$ cat src/rtl/boot_seq_pkg.sv
// ============================================================================
// Module      : boot_seq_pkg
// Description : Shared state encoding and helpers for the BRAM boot sequencer.
// Revision    : 1.0 - initial release
// ============================================================================
`default_nettype none

package boot_seq_pkg;

  localparam int STATE_BITS = 3;

  typedef enum logic [STATE_BITS-1:0] {
    ST_IDLE  = 3'd0,
    ST_CLEAR = 3'd1,
    ST_LOAD  = 3'd2,
    ST_START = 3'd3,
    ST_RUN   = 3'd4,
    ST_DONE  = 3'd5
  } state_t;

  // Number of byte lanes in a data word.
  function automatic int byte_lanes(input int data_width);
    return data_width / 8;
  endfunction

endpackage

`default_nettype wire

$ cat src/rtl/boot_mem_port_mux.sv
// ============================================================================
// Module      : boot_mem_port_mux
// Description : Selects whether the sequencer or the core drives the BRAM
//               write port.
// Revision    : 1.0 - initial release
// ============================================================================
`default_nettype none

module boot_mem_port_mux
  import boot_seq_pkg::*;
#(
  parameter int DATA_WIDTH       = 32,
  parameter int MEM_ADDRESS_BITS = 14
) (
  input  logic                               sel,
  input  logic                               seq_write,
  input  logic [byte_lanes(DATA_WIDTH)-1:0]  seq_byte_en,
  input  logic [MEM_ADDRESS_BITS-1:0]        seq_address,
  input  logic [DATA_WIDTH-1:0]              seq_data,
  input  logic                               core_mem_write,
  input  logic [byte_lanes(DATA_WIDTH)-1:0]  core_mem_byte_en,
  input  logic [MEM_ADDRESS_BITS-1:0]        core_mem_address,
  input  logic [DATA_WIDTH-1:0]              core_mem_data,
  output logic                               mem_write,
  output logic [byte_lanes(DATA_WIDTH)-1:0]  mem_byte_en,
  output logic [MEM_ADDRESS_BITS-1:0]        mem_address,
  output logic [DATA_WIDTH-1:0]              mem_data
);

  // Sequencer owns the port while sel is high, otherwise the core passes through.
  always_comb begin
    if (sel) begin
      mem_write   = seq_write;
      mem_byte_en = seq_byte_en;
      mem_address = seq_address;
      mem_data    = seq_data;
    end else begin
      mem_write   = core_mem_write;
      mem_byte_en = core_mem_byte_en;
      mem_address = core_mem_address;
      mem_data    = core_mem_data;
    end
  end

endmodule

`default_nettype wire

$ cat src/rtl/bram_boot_sequencer.sv
// ============================================================================
// Module      : bram_boot_sequencer
// Description : Holds a core in reset, zero-fills and loads its program BRAM,
//               pulses start with the boot address, then times the run until
//               the PC reaches the halt address.
// Revision    : 1.0 - initial release
// ============================================================================
`default_nettype none

module bram_boot_sequencer
  import boot_seq_pkg::*;
#(
  parameter int DATA_WIDTH       = 32,
  parameter int ADDRESS_BITS     = 32,
  parameter int MEM_ADDRESS_BITS = 14,
  parameter int CYCLE_BITS       = 32
) (
  input  logic                               clock,
  input  logic                               reset,
  input  logic                               load_req,
  input  logic [MEM_ADDRESS_BITS-1:0]        load_base,
  input  logic [MEM_ADDRESS_BITS:0]          load_count,
  input  logic [ADDRESS_BITS-1:0]            boot_address,
  input  logic [ADDRESS_BITS-1:0]            halt_pc,
  input  logic                               in_valid,
  input  logic [DATA_WIDTH-1:0]              in_data,
  output logic                               in_ready,
  input  logic [ADDRESS_BITS-1:0]            pc,
  input  logic                               core_mem_write,
  input  logic [byte_lanes(DATA_WIDTH)-1:0]  core_mem_byte_en,
  input  logic [MEM_ADDRESS_BITS-1:0]        core_mem_address,
  input  logic [DATA_WIDTH-1:0]              core_mem_data,
  output logic                               mem_write,
  output logic [byte_lanes(DATA_WIDTH)-1:0]  mem_byte_en,
  output logic [MEM_ADDRESS_BITS-1:0]        mem_address,
  output logic [DATA_WIDTH-1:0]              mem_data,
  output logic                               core_reset,
  output logic                               start,
  output logic [ADDRESS_BITS-1:0]            program_address,
  output logic                               busy,
  output logic                               done,
  output logic                               error,
  output logic [CYCLE_BITS-1:0]              run_cycles
);

  localparam int LANES = byte_lanes(DATA_WIDTH);
  // Memory depth expressed with two guard bits so base+count cannot overflow.
  localparam logic [MEM_ADDRESS_BITS+1:0] DEPTH_EXT = {2'b01, {MEM_ADDRESS_BITS{1'b0}}};

  state_t                      state;
  state_t                      next_state;
  logic [MEM_ADDRESS_BITS-1:0] addr;
  logic [MEM_ADDRESS_BITS-1:0] base_q;
  logic [MEM_ADDRESS_BITS:0]   count_q;
  logic [MEM_ADDRESS_BITS:0]   remaining;
  logic [ADDRESS_BITS-1:0]     halt_q;
  logic [CYCLE_BITS-1:0]       counter;

  logic                        seq_sel;
  logic                        seq_write;
  logic [DATA_WIDTH-1:0]       seq_data;

  logic [MEM_ADDRESS_BITS+1:0] range_end;
  logic                        out_of_range;
  logic                        req_window;
  logic                        accept;
  logic                        reject;
  logic                        clear_last;
  logic                        word_take;
  logic                        last_word;
  logic                        halt_hit;

  assign range_end    = {2'b00, load_base} + {1'b0, load_count};
  assign out_of_range = range_end > DEPTH_EXT;
  assign req_window   = (state == ST_IDLE) || (state == ST_DONE);
  assign accept       = load_req && req_window && !out_of_range;
  assign reject       = load_req && req_window && out_of_range;
  assign clear_last   = (addr == {MEM_ADDRESS_BITS{1'b1}});
  assign word_take    = (state == ST_LOAD) && in_valid;
  assign last_word    = word_take && (remaining == (MEM_ADDRESS_BITS+1)'(1));
  assign halt_hit     = (state == ST_RUN) && (pc == halt_q);
  assign busy         = (state != ST_IDLE) && (state != ST_DONE);

  // State register.
  always_ff @(posedge clock or negedge reset) begin
    if (!reset) begin
      state <= ST_IDLE;
    end else begin
      state <= next_state;
    end
  end

  // Next-state decode and per-state control outputs.
  always_comb begin
    next_state = state;
    in_ready   = 1'b0;
    start      = 1'b0;
    core_reset = 1'b1;
    seq_sel    = 1'b0;
    seq_write  = 1'b0;
    seq_data   = '0;
    case (state)
      ST_IDLE: begin
        if (accept) next_state = ST_CLEAR;
      end
      ST_CLEAR: begin
        seq_sel   = 1'b1;
        seq_write = 1'b1;
        if (clear_last) next_state = (count_q == '0) ? ST_START : ST_LOAD;
      end
      ST_LOAD: begin
        seq_sel   = 1'b1;
        in_ready  = 1'b1;
        seq_write = in_valid;
        seq_data  = in_data;
        if (last_word) next_state = ST_START;
      end
      ST_START: begin
        core_reset = 1'b0;
        start      = 1'b1;
        next_state = ST_RUN;
      end
      ST_RUN: begin
        core_reset = 1'b0;
        if (halt_hit) next_state = ST_DONE;
      end
      ST_DONE: begin
        core_reset = 1'b0;
        if (accept) next_state = ST_CLEAR;
      end
      default: next_state = ST_IDLE;
    endcase
  end

  // Request latching, fill/load address walk, run timer and status flags.
  always_ff @(posedge clock or negedge reset) begin
    if (!reset) begin
      addr            <= '0;
      base_q          <= '0;
      count_q         <= '0;
      remaining       <= '0;
      halt_q          <= '0;
      counter         <= '0;
      program_address <= '0;
      run_cycles      <= '0;
      done            <= 1'b0;
      error           <= 1'b0;
    end else begin
      if (accept) begin
        error           <= 1'b0;
        done            <= 1'b0;
        base_q          <= load_base;
        count_q         <= load_count;
        program_address <= boot_address;
        halt_q          <= halt_pc;
        addr            <= '0;
      end else if (reject) begin
        error <= 1'b1;
      end
      case (state)
        ST_CLEAR: begin
          if (clear_last) begin
            addr      <= base_q;
            remaining <= count_q;
          end else begin
            addr <= addr + MEM_ADDRESS_BITS'(1);
          end
        end
        ST_LOAD: begin
          if (word_take) begin
            addr      <= addr + MEM_ADDRESS_BITS'(1);
            remaining <= remaining - (MEM_ADDRESS_BITS+1)'(1);
          end
        end
        ST_START: begin
          counter <= '0;
        end
        ST_RUN: begin
          if (halt_hit) begin
            run_cycles <= counter;
            done       <= 1'b1;
          end else if (counter != {CYCLE_BITS{1'b1}}) begin
            counter <= counter + CYCLE_BITS'(1);
          end
        end
        default: ;
      endcase
    end
  end

  boot_mem_port_mux #(
    .DATA_WIDTH       (DATA_WIDTH),
    .MEM_ADDRESS_BITS (MEM_ADDRESS_BITS)
  ) u_mux (
    .sel              (seq_sel),
    .seq_write        (seq_write),
    .seq_byte_en      ({LANES{1'b1}}),
    .seq_address      (addr),
    .seq_data         (seq_data),
    .core_mem_write   (core_mem_write),
    .core_mem_byte_en (core_mem_byte_en),
    .core_mem_address (core_mem_address),
    .core_mem_data    (core_mem_data),
    .mem_write        (mem_write),
    .mem_byte_en      (mem_byte_en),
    .mem_address      (mem_address),
    .mem_data         (mem_data)
  );

endmodule

`default_nettype wire
$ cat config.mk
export PLATFORM = sky130hd
export DESIGN_NAME = bram_boot_sequencer
export DESIGN_NICKNAME = d
export VERILOG_FILES = /design/src/rtl/boot_seq_pkg.sv /design/src/rtl/boot_mem_port_mux.sv /design/src/rtl/bram_boot_sequencer.sv
export SDC_FILE = /design/constraint.sdc
export NUM_CORES = 1
export LEC_CHECK = 0
export ABC_CLOCK_PERIOD_IN_PS = 3150
export BUFFER_PORTS_ARGS = -buffer_cell sky130_fd_sc_hd__buf_2
export CAP_MARGIN = 20
export CORE_MARGIN = 2
export CORE_UTILIZATION = 51
export DETAILED_ROUTE_END_ITERATION = 10
export PLACE_DENSITY = 0.8
export SETUP_SLACK_MARGIN = 0.02
export SLEW_MARGIN = 20
export SYNTH_ARGS = -nofsm -noshare
export SYNTH_HDL_FRONTEND = slang
export SYNTH_SLANG_ARGS = --single-unit
$ cat constraint.sdc
create_clock -name clock -period 3.15 [get_ports clock]
set_clock_uncertainty 0.15 [all_clocks]
set_input_delay 0.1575 -clock clock [delete_from_list [all_inputs] [get_ports clock]]
set_output_delay 0.1575 -clock clock [all_outputs]
set_load 0.01 [all_outputs]
==> reports/metrics.yaml <==
status: "complete, but fails checks"
violations: "setup timing"
grtUsageTotal_pct: 29.0
cts_tree: "yes"
netlist_area_mm2: 0.0101
p_int_uw: 4050
wl_um: 32300
synth_edf_count: 0
grt_pass1_wl_um: 47500
port_buffers: 332
drv_cap: 0
relSlewSlack_pct: 28.9
dp_hpwl_um: 21000
p_comb_share_pct: 14.9
drcViolationCount: 0
cts_made_buffers: 17
clock_latency_ns: 0.44
dieArea_mm2: 0.0210
reg2reg_depth: 9
yosysSeqAreaShare_pct: 47.3
power_uw: 5550
synth_top_flop_cell: "dfrtp_1"
p_seq_share_pct: 45.4
routabilityCongestion: 0.924
hp-class: "in -> reg"
yosysTopAreaCell: "dfrtp_1"
critPathRequiredTime_ns: 3.32
async_flop_share_pct: 100
die_w_um: 145
worst_slew_pin_slew_ns: 1.07
num_io_pins: 333
cp-endpoint: "halt_q[31]$_DFFE_PN0P_"
crit_arrival_ns: 3.45
tns_ns: -7.68
rows: 51
crit_fanout: 5
synth_nets: 1159
cp-end-kind: "flip-flop"
avgSynthCellArea_um2: 10.9
fin_crit_sh_pct: 104
setup_viol: 91
final.setup.worst_slack_ns: -0.127
finalCriticalPeriod_ns: 3.28
reg2reg_slack_ns: 0.33
via_per_inst: 5.61
clkSinkCount: 191
synth_cell_types: 61
rsz0062_at_grt: "true"
grt_pass1_vias: 9417
switching_share_pct: 27.0
yosys_warnings: 0
synth_area_leaders: "dfrtp_1, mux2_2, mux2_4"
core_area_mm2: 0.0195
synth_top_area_share_pct: 47.3
hold_viol: 0
cts_root_buf: "clkbuf_16"
syn-instance-count: 928
start_kind: "primary input"
antenna_left: 0
worstSetupPathType: "in -> reg"
first_iter_violations: 608
grt_overflow_total: 0
wl_per_cell_um: 19.0
grt_start_max_net_pins: 85
r2r-start: "counter[3]$_DFFE_PN0P_"
ys_seq_elements: 191
max-vdd-ir-drop_mv: 0.382
firstDrtPassIters: 4
n_fill_cell: 1289
timing.rr.end: "counter[10]$_DFFE_PN0P_"
antenna_found_initial: 4
nets: 1650
p_per_area_mw_per_mm2: 385
start_util_pct: 52.0
pwr-share-clk_pct: 39.7
drive_above_1_share_pct: 42.6
fmax_mhz: 305
clk_pin_slew_ns: 0.08
p_leak_uw: 0.00746
finalMaxSlewViolations: 0
area_growth_syn_to_layout_pct: 42.6
vias: 9534
p_sw_uw: 1500
clk_path_buf_depth: 2
cp-startpoint: "load_count[0]"
die_h_um: 145
htree_levels: 4
==> per-layer routing <==
metal  global-route usage, %  wire length (um)
met2                    50.0             16300
met1                    35.5             12800
met5                       0                10
met3                    7.44              2260
met4                    9.76               921
==> placed cells by master, fill, tap and decap left out, types with 15 or more instances in the layout <==
cell	instances
buf_2	329
dfrtp_1	191
mux2_2	105
dlygate4sd3_1	95
buf_4	74
nand2_1	61
nor2_1	54
a21oi_1	50
o21ai_0	48
xnor2_1	47
nand3_1	34
a22o_1	32
mux2_4	29
nand4_1	22
inv_1	19
clkbuf_16	19
or3_1	18
ha_1	17
nor3_1	16
and3_1	15
==> synth_stat cells (8+ instances only) <==
library cell	n
mux2_4	28
ha_1	18
nor2_1	55
inv_1	19
and3_1	15
nand4_1	22
mux2_2	106
nor4_1	11
xor2_1	14
o21ai_0	48
clkbuf_1	29
dfrtp_1	191
a21oi_1	50
buf_2	8
xnor2_1	47
or3_1	18
a22o_1	32
nand2_1	61
nor3_1	16
nand3_1	35
==> timing repair <==
action	4_1_cts	5_1_grt
hold buffers	95	0
pin swaps	5	12
buffers inserted	1	11
resized for setup	5	21
gates cloned	2	7
endpoints found under the setup margin	112	113
hold endpoints to repair	176	0
==> registers in the layout, indices dropped and copies added (netlist names) <==
register	count
base_q	14
program_address	32
halt_q	32
state	3
count_q	15
remaining	15
run_cycles	32
addr	14
error	1
counter	32
done	1
==> power groups by stage <==
stage                     Clock (uW)  Combinational [uW]  Sequential, uW
after floorplan                    0                 302            2560
after global placement             0                 647            2560
after detailed placement           0                 660            2570
after CTS                       2240                 760            2520
after global routing            2350                 892            2530
final                           2210                 829            2520
==> worst min-delay path by stage <==
| stage | start | endpoint | slack [ns] | cells after the start |
|---|---|---|---|---|
| floorplan | reset | addr[0]$_DFF_PN0_ | -0.29 | 0 |
| global placement | reset | run_cycles[5]$_DFFE_PN0P_ | 0.09 | 1 |
| detailed placement | reset | run_cycles[5]$_DFFE_PN0P_ | 0.09 | 1 |
| CTS | in_valid | addr[10]$_DFF_PN0_ | 0.14 | 5 |
| global route | in_valid | addr[9]$_DFF_PN0_ | 0.19 | 5 |
| finish | in_valid | addr[10]$_DFF_PN0_ | 0.15 | 5 |
==> worst max-delay path, stage by stage <==
cell and delay (ns):
buf_8 0.10, ha_4 0.16, fa_2 0.37, a21o_1 0.19, a221o_1 0.36, a311o_1 0.30
a32o_2 0.28, nor4_4 0.30, a41oi_4 0.22, buf_4 0.20, o32a_4 0.36, clkbuf_16 0.17
mux2_2 0.27
==> final cells by class <==
class / count / area [um^2] / share of cell area, %
antenna: 2 / 5.00 / 0.0347
clock buffer: 17 / 425 / 2.95
clock inverter: 14 / 166 / 1.15
inverter: 19 / 71.3 / 0.495
multi-input combinational: 677 / 5220 / 36.2
sequential: 191 / 4780 / 33.2
tap: 265 / 332 / 2.30
timing repair buffer: 513 / 3420 / 23.7
==> through the flow <==
stage / setup WS (ns) / instances / instance area, um^2 / hold slack (ns) / utilization, %
finish: -0.127 / 1698 / 14400 / 0.155 / 74.1
global route: -0.127 / 1698 / 14400 / 0.188 / 74.1
CTS: 0.0343 / 1678 / 14100 / 0.135 / 72.5
detailed placement: -0.555 / 1549 / 12500 / 0.0934 / 64.2
global placement: -0.506 / 1549 / 12500 / 0.0896 / 64.2
floorplan: -0.339 / 928 / 10200 / -0.288 / -
==> cell families after synthesis <==
kind of cell / Yosys count / synth area share, %
flops: 191 / 47.3
buf+inv: 63 / 2.81
compound gates: 189 / 12.5
simple gates: 270 / 13.6
mux: 135 / 16.1
xor+xnor: 61 / 5.28
fa+ha+maj: 19 / 2.43
Power figures use the tool's default switching activity.
